===== config.mk =====
export PLATFORM = sky130hd
export DESIGN_NAME = afpm_stream_sequencer
export DESIGN_NICKNAME = d
export VERILOG_FILES = /design/src/rtl/afpm_stream_sequencer.sv
export SDC_FILE = /design/constraint.sdc
export NUM_CORES = 1
export LEC_CHECK = 0
export BUFFER_PORTS_ARGS = -buffer_cell sky130_fd_sc_hd__buf_4
export CORE_MARGIN = 1.5
export CORE_UTILIZATION = 49
export CTS_BUF_LIST = sky130_fd_sc_hd__clkbuf_2 sky130_fd_sc_hd__clkbuf_4 sky130_fd_sc_hd__clkbuf_8
export DETAILED_ROUTE_END_ITERATION = 10
export PLACE_DENSITY = 0.78
export SLEW_MARGIN = 10
export SYNTH_ARGS = -nofsm -noshare
export SYNTH_HDL_FRONTEND = slang
export SYNTH_SLANG_ARGS = --single-unit

===== constraint.sdc =====
create_clock -name clk -period 1.5 [get_ports clk]
set_input_delay 0.3 -clock clk [delete_from_list [all_inputs] [get_ports clk]]
set_output_delay 0.3 -clock clk [all_outputs]
set_load 0.01 [all_outputs]

===== src/rtl/afpm_stream_sequencer.sv =====
// afpm_stream_sequencer
//
// Streaming front end for the byte-serial logarithmic FP16 multiplier.
// It accepts one FP16 operand pair per valid/ready handshake and wakes the
// multiplier with a start token. It then sends the operand bytes low byte
// first, waits a fixed latency, and captures the two result bytes. The
// 16-bit product is presented on a valid/ready output.
//
// Ports
//   clk, rst_n          clock and async active-low reset (shared with multiplier)
//   in_valid/in_ready   operand handshake; in_ready is high only in IDLE
//   in_a, in_b          FP16 operands
//   mul_ui, mul_uio     to multiplier ui_in / uio_in (token + A bytes / B bytes)
//   mul_uo              from multiplier uo_out
//   out_valid/out_ready product handshake
//   out_result          FP16 product
//   busy                high in every state except IDLE
//   op_count            completed output handshakes, wraps modulo 256
//
// state   | meaning
// --------+------------------------------------------------------------
// IDLE    | waiting for an operand pair, multiplier inputs held at 0
// START   | start token on mul_ui
// SEND_LO | low bytes of A/B on mul_ui/mul_uio
// SEND_HI | high bytes of A/B, wait counter loaded
// WAIT    | counting down the multiplier latency
// CAP_LO  | mul_uo is the low result byte, sampled at end of cycle
// CAP_HI  | mul_uo is the high result byte, sampled at end of cycle
// DONE    | product valid, held until out_ready

module afpm_stream_sequencer #(
  parameter int unsigned WAIT_CYCLES = 7,
  parameter logic [7:0]  START_TOKEN = 8'h01
) (
  input  logic        clk,
  input  logic        rst_n,
  input  logic        in_valid,
  output logic        in_ready,
  input  logic [15:0] in_a,
  input  logic [15:0] in_b,
  output logic [7:0]  mul_ui,
  output logic [7:0]  mul_uio,
  input  logic [7:0]  mul_uo,
  output logic        out_valid,
  input  logic        out_ready,
  output logic [15:0] out_result,
  output logic        busy,
  output logic [7:0]  op_count
);

  typedef enum logic [2:0] {
    S_IDLE,
    S_START,
    S_SEND_LO,
    S_SEND_HI,
    S_WAIT,
    S_CAP_LO,
    S_CAP_HI,
    S_DONE
  } state_t;

  // The counter is loaded with WAIT_CYCLES-1 so that the state stays in
  // WAIT for exactly WAIT_CYCLES cycles, including the cycle that sees zero.
  localparam logic [3:0] WAIT_LOAD = 4'(WAIT_CYCLES - 1);

  state_t      state_q, state_d;
  logic [15:0] a_q, a_d;
  logic [15:0] b_q, b_d;
  logic [3:0]  wait_q, wait_d;
  logic [7:0]  mul_ui_q, mul_ui_d;
  logic [7:0]  mul_uio_q, mul_uio_d;
  logic        out_valid_q, out_valid_d;
  logic [15:0] out_result_q, out_result_d;
  logic [7:0]  op_count_q, op_count_d;
  logic        busy_q, busy_d;

  always_comb begin
    state_d      = state_q;
    a_d          = a_q;
    b_d          = b_q;
    wait_d       = wait_q;
    out_valid_d  = out_valid_q;
    out_result_d = out_result_q;
    op_count_d   = op_count_q;

    unique case (state_q)
      S_IDLE: begin
        if (in_valid) begin
          a_d     = in_a;
          b_d     = in_b;
          state_d = S_START;
        end
      end
      S_START:   state_d = S_SEND_LO;
      S_SEND_LO: state_d = S_SEND_HI;
      S_SEND_HI: begin
        wait_d  = WAIT_LOAD;
        state_d = S_WAIT;
      end
      S_WAIT: begin
        if (wait_q == 4'd0) begin
          state_d = S_CAP_LO;
        end else begin
          wait_d = wait_q - 4'd1;
        end
      end
      S_CAP_LO: begin
        out_result_d[7:0] = mul_uo;
        state_d           = S_CAP_HI;
      end
      S_CAP_HI: begin
        out_result_d[15:8] = mul_uo;
        out_valid_d        = 1'b1;
        state_d            = S_DONE;
      end
      S_DONE: begin
        if (out_ready) begin
          out_valid_d = 1'b0;
          op_count_d  = op_count_q + 8'd1;
          state_d     = S_IDLE;
        end
      end
      default: state_d = S_IDLE;
    endcase

    // The multiplier wakes on any nonzero ui_in, so its inputs are driven
    // only in the three send states. They are decoded from the next state
    // so that the registered value lines up with the state it belongs to.
    mul_ui_d  = 8'h00;
    mul_uio_d = 8'h00;
    unique case (state_d)
      S_START: mul_ui_d = START_TOKEN;
      S_SEND_LO: begin
        mul_ui_d  = a_q[7:0];
        mul_uio_d = b_q[7:0];
      end
      S_SEND_HI: begin
        mul_ui_d  = a_q[15:8];
        mul_uio_d = b_q[15:8];
      end
      default: begin
        mul_ui_d  = 8'h00;
        mul_uio_d = 8'h00;
      end
    endcase

    busy_d = (state_d != S_IDLE);
  end

  always_ff @(posedge clk or negedge rst_n) begin
    if (!rst_n) begin
      state_q      <= S_IDLE;
      a_q          <= 16'h0000;
      b_q          <= 16'h0000;
      wait_q       <= 4'd0;
      mul_ui_q     <= 8'h00;
      mul_uio_q    <= 8'h00;
      out_valid_q  <= 1'b0;
      out_result_q <= 16'h0000;
      op_count_q   <= 8'h00;
      busy_q       <= 1'b0;
    end else begin
      state_q      <= state_d;
      a_q          <= a_d;
      b_q          <= b_d;
      wait_q       <= wait_d;
      mul_ui_q     <= mul_ui_d;
      mul_uio_q    <= mul_uio_d;
      out_valid_q  <= out_valid_d;
      out_result_q <= out_result_d;
      op_count_q   <= op_count_d;
      busy_q       <= busy_d;
    end
  end

  assign in_ready   = (state_q == S_IDLE);
  assign mul_ui     = mul_ui_q;
  assign mul_uio    = mul_uio_q;
  assign out_valid  = out_valid_q;
  assign out_result = out_result_q;
  assign op_count   = op_count_q;
  assign busy       = busy_q;

endmodule


==> results.cfg, run 1 <==
[timing]
max_freq_ghz = 0.619
finalMaxSlewViolations = 0
hold_viol = 0
relSlewSlack = 0.744
worst_slew_pin_slew_ns = 0.382
hold_ws_ns = 0.180
finalCriticalPeriod_ns = 1.62
setup_slack_ns = -0.116
skew_ns = 0.00817
rsz0062_at_grt = true
setup_violations = 33
finalCritPeriodShare = 1.08

[worst_setup_path]
cp_slowest_cell = dfrtp_2
r2r-start = state_q[1]
crit_chain = buf_6 -> nor4_4 -> buf_4 -> buf_8 -> mux2_2
endpoint_kind = register
reg2reg_depth = 5
path_class = reg2reg
crit_fanout = 9
cpPeakStageDelay_ns = 0.42
crit_path_start_kind = register
rrSetupSlack_ns = -0.12
critPathArrivalTime_ns = 1.84
r2r-end = a_q[8]
required_ns = 1.73

[global_routing]
grt_use_total = 0.202
grt_max_degree = 35
grt-ovfl-total = 0
grt_first_pass_wirelength_um = 11200
antenna_found_initial = 0
grt_pass1_vias = 2328

[power]
power_frac_seq = 0.407
peakVddDrop_v = 0.00113
p_int_mw = 6.05
swShare = 0.321
p_clk_frac = 0.180
pwr-share-comb = 0.413
powerDensity_mw_per_mm2 = 1970
p_leak_nw = 2.21
total_power_mw = 8.92
switchingPower_mw = 2.86

[die]
io-pin-count = 87
fp.dieW_um = 84.8
die_area_mm2 = 0.00719
row_count = 29
die_h_um = 84.8
initial_utilization = 0.511
core_mm2 = 0.00642

[placed_design]
dpl_worst_slack_ns = -0.0797
portBuffers = 86
place_congestion = 0.788
dp_hpwl_um = 4760
dp.cells = 401

[synth]
yosys_warnings = 0
syn-num-nets = 281
synthTopCellsByCount = 81 x dfrtp_1, 48 x mux2_2, 17 x nor2_1, 15 x a22oi_1, 13 x nand2_1
ys_ff_latch = 81
ys.flop_type = dfrtp_1
netlist.area_leader.share = 0.618
netlist_area_mm2 = 0.00328
synth_edf_count = 0
yosysMostFrequentCell = dfrtp_1
synthTopCellsByArea = dfrtp_1 62%, mux2_2 16%, a22oi_1 3.4%, nor2_1 1.9%, buf_6 1.7%
syn_inst = 235
synthArstFlopShare = 1.00
yosysUniqueCellTypes = 32
synth-seq-area-share = 0.618
yosys.area.top_type = dfrtp_1
syn_avg_cell_area_um2 = 14.0

[job]
max_cap_violations = 0

[drt]
num_vias = 2251
drt_iter0_markers = 132
firstDrtPassIters = 7
wl_um = 7330
viasPerCell = 5.25
drt.antenna.violating_nets = 0
wire_per_inst_um = 17.1
drc = 4

[clock_network]
clock_path_buffers = 2
htree_num_levels = 3
clock_latency_ns = 0.35
cts_buffers = 9
clk_pin_slew_ns = 0.08
cts_sinks = 81
root_buffer = clkbuf_8
cts_tree = built

[outcome]
status = finished with violations
violations = DRC, setup timing

[worst_hold_path]
holdPathStages = 2
min_to = a_q[11]
hp-start = in_a[11]
hold_class = in2reg

[cells_and_area]
antennaDiodeCount = 0
nFillCells = 444
fin_cells = 429
area_growth_pct = 38.3
fin_nets = 393
drive_above_1_share = 0.548
==> cells by family (layout without fill, tap and decap cells) <==
group,after synthesis,count (layout),synth area share
fa+ha+maj,2,2,0.00763
mux,53,53,0.181
xor+xnor,7,7,0.0187
compound gates,24,24,0.0496
simple gates,51,51,0.0904
buf+inv,17,134,0.0347
flops,81,81,0.618
==> area by class of cell <==
cell class / count / area, µm² / area share
tap: 77 / 96.3 / 0.0212
clock buffer: 13 / 160 / 0.0353
inverter: 5 / 18.8 / 0.00414
sequential: 81 / 2030 / 0.448
timing repair buffer: 113 / 960 / 0.212
multi-input combinational: 137 / 1230 / 0.271
clock inverter: 3 / 40.0 / 0.00883
==> state kept, by name (all words and copies together) (netlist names) <==
| signal | count |
|---|---|
| a_q | 16 |
| b_q | 16 |
| busy | 1 |
| mul_ui | 8 |
| mul_uio | 8 |
| op_count | 8 |
| out_result | 16 |
| out_valid | 1 |
| state_q | 3 |
| wait_q | 4 |
==> how the worst max path moves through the flow <==
stage	from	end	slack (ns)	cells after the start
2_1_floorplan	wait_q[0]	wait_q[1]	0.04	5
3_3_place_gp	in_valid	a_q[10]	-0.01	5
3_5_place_dp	wait_q[0]	wait_q[0]	-0.08	5
4_1_cts	state_q[1]	in_ready	-0.09	3
5_1_grt	state_q[1]	a_q[8]	-0.15	5
6_report	state_q[1]	a_q[8]	-0.12	5
==> timing repair <==
item	4_1_cts	5_1_grt
setup endpoints to repair	9	51
hold endpoints to repair	24	0
resized for setup	7	43
gates cloned	0	3
pin swaps	0	7
buffers inserted	3	5
hold buffers	1	0
==> through the flow <==
step | area [µm²] | TNS, ns | utilization
CTS | 4320 | -1.98 | 0.673
global placement | 4060 | -0.182 | 0.633
global route | 4530 | -4.24 | 0.706
finish | 4530 | -3.08 | 0.706
detailed placement | 4060 | -1.10 | 0.633
floorplan | 3280 | 0 | -
==> metal layers <==
metal	vias to the layer above	part of all wire	global-route usage
li1	1042	-	-
met1	1145	0.41	0.250
met2	55	0.54	0.347
met3	9	0.039	0.0379
met4	0	0.015	0.0894
met5	-	0	0
==> worst max-delay path: cells and delay by family, from the launching register on <==
family,cells,cell delay [ns]
buffers and inverters,3,0.47
DFF,1,0.42
muxes,1,0.34
and+or+nand+nor,1,0.27
==> power groups by stage <==
stage / Sequential, mW / Clock [mW] / Combinational [mW]
2_1_floorplan: 3.72 / 0 / 1.80
6_report: 3.63 / 1.61 / 3.68
4_1_cts: 3.59 / 1.64 / 3.33
3_5_place_dp: 3.67 / 0 / 3.15
5_1_grt: 3.73 / 1.74 / 3.97
3_3_place_gp: 3.61 / 0 / 3.03
==> cells in the final DEF, fill, tap and decap left out, types with 3 or more instances in the layout <==
cell type / synthesis / final
buf_4: 2 / 100
dfrtp_1: 81 / 79
mux2_2: 48 / 32
mux2_4: 0 / 18
nor2_1: 17 / 17
a22oi_1: 15 / 15
nand2_1: 13 / 12
clkbuf_8: 0 / 10
inv_1: 5 / 4
a21oi_1: 4 / 4
xor2_1: 4 / 4
buf_8: 0 / 4
buf_12: 0 / 4
nand3_1: 3 / 3
nor3_1: 4 / 3
xnor2_1: 3 / 3
clkbuf_4: 0 / 3
buf_6: 5 / 3
No activity file was read; power rests on OpenSTA's default activity.
==> run 2, diff against run 1 <==
==> constraint.sdc (replaced) <==
create_clock -name clk -period 1.5 [get_ports clk]
set_input_delay 0.075 -clock clk [delete_from_list [all_inputs] [get_ports clk]]
set_output_delay 0.075 -clock clk [all_outputs]
set_load 0.01 [all_outputs]
==> run 2 against run 1 <==
Effect of this change: the run still ends with DRC, setup timing left; sequential share of layout area down 3.1 points; fmax up 4.7%; critical path depth down 1; worst setup slack better by 0.073 ns; worst hold slack worse by 0.085 ns; sequential power about the same; combinational power down 5.4%; non-clock buffer count up 33; total power up 1.7%; final area up 7.4%; via count up 8.6%; critical endpoint is now a_q[12].
==> results.cfg, run 2 (synthesis results as in run 1) <==
[timing]
finalCriticalPeriod_ns = 1.54
max_freq_ghz = 0.648
finalMaxSlewViolations = 0
skew_ns = 0.00529
hold_viol = 0
hold_ws_ns = 0.0954
tns_ns = -0.710
finalCritPeriodShare = 1.03
rsz0062_at_grt = true
relSlewSlack = 0.743
worst_slew_pin_slew_ns = 0.385
setup_slack_ns = -0.0429
setup_violations = 29

[outcome]
violations = DRC, setup timing
status = finished with violations

[die]
io-pin-count = 87
die_h_um = 84.8
initial_utilization = 0.511
fp.dieW_um = 84.8
core_mm2 = 0.00642
die_area_mm2 = 0.00719
row_count = 29

[worst_setup_path]
crit_path_start_kind = register
required_ns = 1.72
crit_fanout = 8
r2r-start = state_q[2]
endpoint_kind = register
critPathArrivalTime_ns = 1.77
rrSetupSlack_ns = -0.04
path_class = reg2reg
reg2reg_depth = 4
r2r-end = a_q[12]

[clock_network]
clock_path_buffers = 2
cts_tree = built
clk_pin_slew_ns = 0.08
cts_buffers = 9
clock_latency_ns = 0.34
htree_num_levels = 3
cts_sinks = 81
root_buffer = clkbuf_8

[global_routing]
grt_pass1_vias = 2379
grt_use_total = 0.211
grtUsageMet1 = 0.266
use_met2 = 0.359
grt-busiest-layer = met2
grt_first_pass_wirelength_um = 11700
grtUsageMet3 = 0.0496
antenna_found_initial = 0
grt_max_degree = 33
grt-ovfl-total = 0

[drt]
viasPerCell = 5.29
drc = 4
wl_um = 8000
firstDrtPassIters = 7
drt_iter0_markers = 158
wire_per_inst_um = 17.3
drt.antenna.violating_nets = 0
num_vias = 2444

[cells_and_area]
multiInputGateArea_mm2 = 0.00120
drive_above_1_share = 0.462
antennaDiodeCount = 0
regArea_mm2 = 0.00203
nFillCells = 396
fin_nets = 426
layout_common_cells = 99 x buf_4, 80 x dfrtp_1, 41 x dlygate4sd3_1, 35 x mux2_2, 17 x nor2_1
final_common_cell = buf_4
area_growth_pct = 48.5

[job]
max_cap_violations = 0

[placed_design]
place_congestion = 0.834
portBuffers = 86
dpl_worst_slack_ns = -0.0100
dp_hpwl_um = 4510

[power]
total_power_mw = 9.07
peakVddDrop_v = 0.00133
p_clk_frac = 0.213
power_frac_seq = 0.404
pwr-share-comb = 0.383
p_leak_nw = 2.35
powerDensity_mw_per_mm2 = 1860
p_int_mw = 6.20
switchingPower_mw = 2.87
swShare = 0.317

[worst_hold_path]
hp-start = in_valid
holdPathStages = 3
min_to = busy
hold_class = in2reg
run 2: how the worst max path moves through the flow:
stage / endpoint / slack, ns / from / depth (start not counted)
after detailed placement: wait_q[1] / -0.01 / wait_q[1] / 5
final: a_q[12] / -0.04 / state_q[2] / 4
after CTS: a_q[12] / 0.02 / state_q[0] / 3
after global placement: wait_q[1] / 0.04 / wait_q[1] / 5
after global routing: b_q[7] / -0.09 / state_q[2] / 4
after floorplan: wait_q[1] / 0.04 / wait_q[0] / 5
run 2: layout make-up:
type / instances / area share
flip-flops and latches: 81 / 0.416
repair buffers: 146 / 0.262
multi-input cells: 137 / 0.247
clock buffers: 11 / 0.0298
clock inverters: 5 / 0.0211
well taps: 77 / 0.0198
inverters: 5 / 0.00385
run 2: what timing repair did:
item / CTS / global route
hold endpoints to repair: 129 / 0
buffers inserted: 0 / 3
setup endpoints to repair: 2 / 33
gates cloned: 0 / 3
hold buffers: 41 / 0
resized for setup: 3 / 15
pin swaps: 0 / 1
run 2: worst max-delay path, stage by stage, from the launching register on:
cell and delay (ns):
dfrtp_2 0.45, nor4_4 0.28, buf_4 0.19, buf_12 0.14, mux2_2 0.35
run 2: stage by stage:
| step | util | cell area [µm²] | std cells |
|---|---|---|---|
| after floorplan | - | 3280 | 235 |
| after global placement | 0.632 | 4060 | 399 |
| after detailed placement | 0.632 | 4060 | 399 |
| after CTS | 0.736 | 4730 | 456 |
| after global routing | 0.758 | 4870 | 462 |
| final | 0.758 | 4870 | 462 |
run 2: layer usage:
metal | part of all wire | wire (µm) | vias to the layer above
li1 | - | - | 1113
met1 | 0.42 | 3390 | 1263
met2 | 0.53 | 4230 | 56
met3 | 0.031 | 249 | 12
met4 | 0.017 | 133 | 0
met5 | 0 | 0 | -
run 2: power by group through the flow:
stage                     Clock, mW  Sequential, mW  Combinational (mW)
final                          1.93            3.66                3.48
after global routing           2.04            3.76                3.75
after CTS                      1.95            3.63                3.23
after detailed placement          0            3.66                3.13
after global placement            0            3.61                3.03
after floorplan                   0            3.72                1.80
==> run 3, diff against run 2 <==
--- a/config.mk
+++ b/config.mk
@@ -6,11 +6,14 @@
 export NUM_CORES = 1
 export LEC_CHECK = 0
 export BUFFER_PORTS_ARGS = -buffer_cell sky130_fd_sc_hd__buf_4
+export CELL_PAD_IN_SITES_DETAIL_PLACEMENT = 2
+export CELL_PAD_IN_SITES_GLOBAL_PLACEMENT = 2
 export CORE_MARGIN = 1.5
-export CORE_UTILIZATION = 49
+export CORE_UTILIZATION = 33
 export CTS_BUF_LIST = sky130_fd_sc_hd__clkbuf_2 sky130_fd_sc_hd__clkbuf_4 sky130_fd_sc_hd__clkbuf_8
 export DETAILED_ROUTE_END_ITERATION = 10
-export PLACE_DENSITY = 0.78
+export PLACE_DENSITY_LB_ADDON = 0.1
+export SKIP_LAST_GASP = 1
 export SLEW_MARGIN = 10
 export SYNTH_ARGS = -nofsm -noshare
 export SYNTH_HDL_FRONTEND = slang
==> run 3 against run 2 <==
Effect of this change: critical endpoint is now b_q[10]; the flow finishes with violations (setup timing); flip-flop and latch count unchanged; die area grew 47%; final area decreased by 0.15%; register-to-register slack gained 0.02 ns; global-route usage down 3.2 points; utilization is 26 points lower; worst hold slack got worse by 0.010 ns; final cell count is 13% higher; clock skew increased by 0.0030 ns; clock power shrank 7%; sequential power about the same.
==> results.cfg, run 3 (synthesis results as in run 1) <==
[worst_hold_path]
min_to = busy
hp-start = in_valid
hold_class = in2reg
holdPathStages = 3

[placed_design]
dp_hpwl_um = 5610
portBuffers = 86
dpl_worst_slack_ns = -0.0868
place_congestion = 0.720
placed_area_mm2 = 0.00415

[power]
peakVddDrop_v = 0.000662
powerDensity_mw_per_mm2 = 1830
p_leak_nw = 2.29

[global_routing]
grt_max_degree = 32
grt-ovfl-total = 0
grt_pass1_vias = 2710
grt_use_total = 0.179
grt_first_pass_wirelength_um = 14000
antenna_found_initial = 0

[clock_network]
cts_buffers = 9
clock_path_buffers = 2
clock_latency_ns = 0.35
clk_pin_slew_ns = 0.08
cts_sinks = 81
htree_num_levels = 3
root_buffer = clkbuf_8
cts_tree = built

[drt]
firstDrtPassIters = 4
num_vias = 2409
drt_iter0_markers = 37
wl_um = 8870
wire_per_inst_um = 17.1
drt.antenna.violating_nets = 0
drc = 0
viasPerCell = 4.63

[timing]
tns_ns = -0.150
skew_ns = 0.00828
setup_slack_ns = -0.0250
hold_ws_ns = 0.0854
finalCriticalPeriod_ns = 1.52
worst_slew_pin_slew_ns = 0.429
setup_violations = 14
rsz0062_at_grt = true
hold_viol = 0
finalMaxSlewViolations = 0
max_freq_ghz = 0.656
relSlewSlack = 0.712
finalCritPeriodShare = 1.02

[cells_and_area]
fin_area_mm2 = 0.00486
antennaDiodeCount = 0
drive_above_1_share = 0.475
fin_nets = 428
layout_common_cells = 99 x buf_4, 79 x dfrtp_1, 48 x mux2_2, 41 x dlygate4sd3_1, 17 x nor2_1
final_common_cell = buf_4
area_growth_pct = 48.3

[worst_setup_path]
path_class = reg2reg
reg2reg_depth = 4
cpPeakStageDelay_ns = 0.44
critPathArrivalTime_ns = 1.76
required_ns = 1.73
cp_slowest_cell = dfrtp_2
r2r-end = b_q[10]
worst-path-buf-inv = 2
endpoint_kind = register
critical-path-top-delay-family = flip-flops
rrSetupSlack_ns = -0.02
crit_path_start_kind = register
r2r-start = state_q[1]
crit_chain = nor4_4 -> buf_6 -> buf_4 -> mux2_2
crit_fanout = 6

[outcome]
status = finished with violations
violations = setup timing

[die]
io-pin-count = 87
die_area_mm2 = 0.0105
die_h_um = 103
core_mm2 = 0.00968
row_count = 36
initial_utilization = 0.339
fp.dieW_um = 103

[job]
max_cap_violations = 0
==> run 3: changes by cell type in the layout (fill, tap and decap cells not counted), moves of 2 or more <==
| cell | delta |
|---|---|
| clkbuf_16 | -2 |
| buf_6 | +4 |
| mux2_2 | +13 |
| inv_6 | +2 |
| mux2_4 | -13 |
==> run 3: worst max-delay path by stage <==
stage                     slack [ns]        end  startpoint  depth (start not counted)
after global routing           -0.06    b_q[10]  state_q[1]                          4
after CTS                      -0.05    a_q[14]  state_q[0]                          3
final                          -0.02    b_q[10]  state_q[1]                          4
after global placement          0.01     a_q[4]  state_q[0]                          3
after detailed placement       -0.09  wait_q[1]   wait_q[1]                          5
after floorplan                 0.04  wait_q[1]   wait_q[0]                          5
==> run 3: layer usage <==
| layer | GRT usage | vias to the layer above | routed length, µm |
|---|---|---|---|
| li1 | - | 1113 | - |
| met1 | 0.213 | 1237 | 3720 |
| met2 | 0.319 | 51 | 4730 |
| met3 | 0.0468 | 8 | 327 |
| met4 | 0.0506 | 0 | 97 |
| met5 | 0 | - | 0 |
==> run 3: final cells by class <==
type	count	area, µm²
Clock buffer	10	131
Fill cell	972	4820
Tap cell	133	166
Sequential cell	81	2030
Clock inverter	6	90.1
Multi-Input combinational cell	137	1160
Inverter	5	18.8
Timing Repair Buffer	148	1270
==> run 3: power by group <==
part / total [mW] / switching [mW] / internal (mW) / leakage (nW)
clock network: 1.79 / 0.828 / 0.966 / 0.111
logic: 3.45 / 1.55 / 1.89 / 1.18
registers: 3.65 / 0.558 / 3.09 / 1.00
==> run 3: repair_timing <==
action	in CTS	in global routing
resized for setup	4	15
setup buffers	0	3
gates cloned	0	1
endpoints found under the setup margin	33	48
endpoints found under the hold margin	129	0
hold buffers	41	0
pin swaps	0	3
==> run 3: through the flow <==
step	instances	utilization	power, mW
2_1_floorplan	235	-	5.52
3_3_place_gp	459	0.428	6.77
3_5_place_dp	459	0.428	6.93
4_1_cts	516	0.495	8.88
5_1_grt	520	0.502	9.48
6_report	520	0.502	8.89
==> run 3: tightest hold or removal path, stage by stage <==
cell and delay, ns:
buf_4 0.10, inv_1 0.08, a21oi_1 0.14
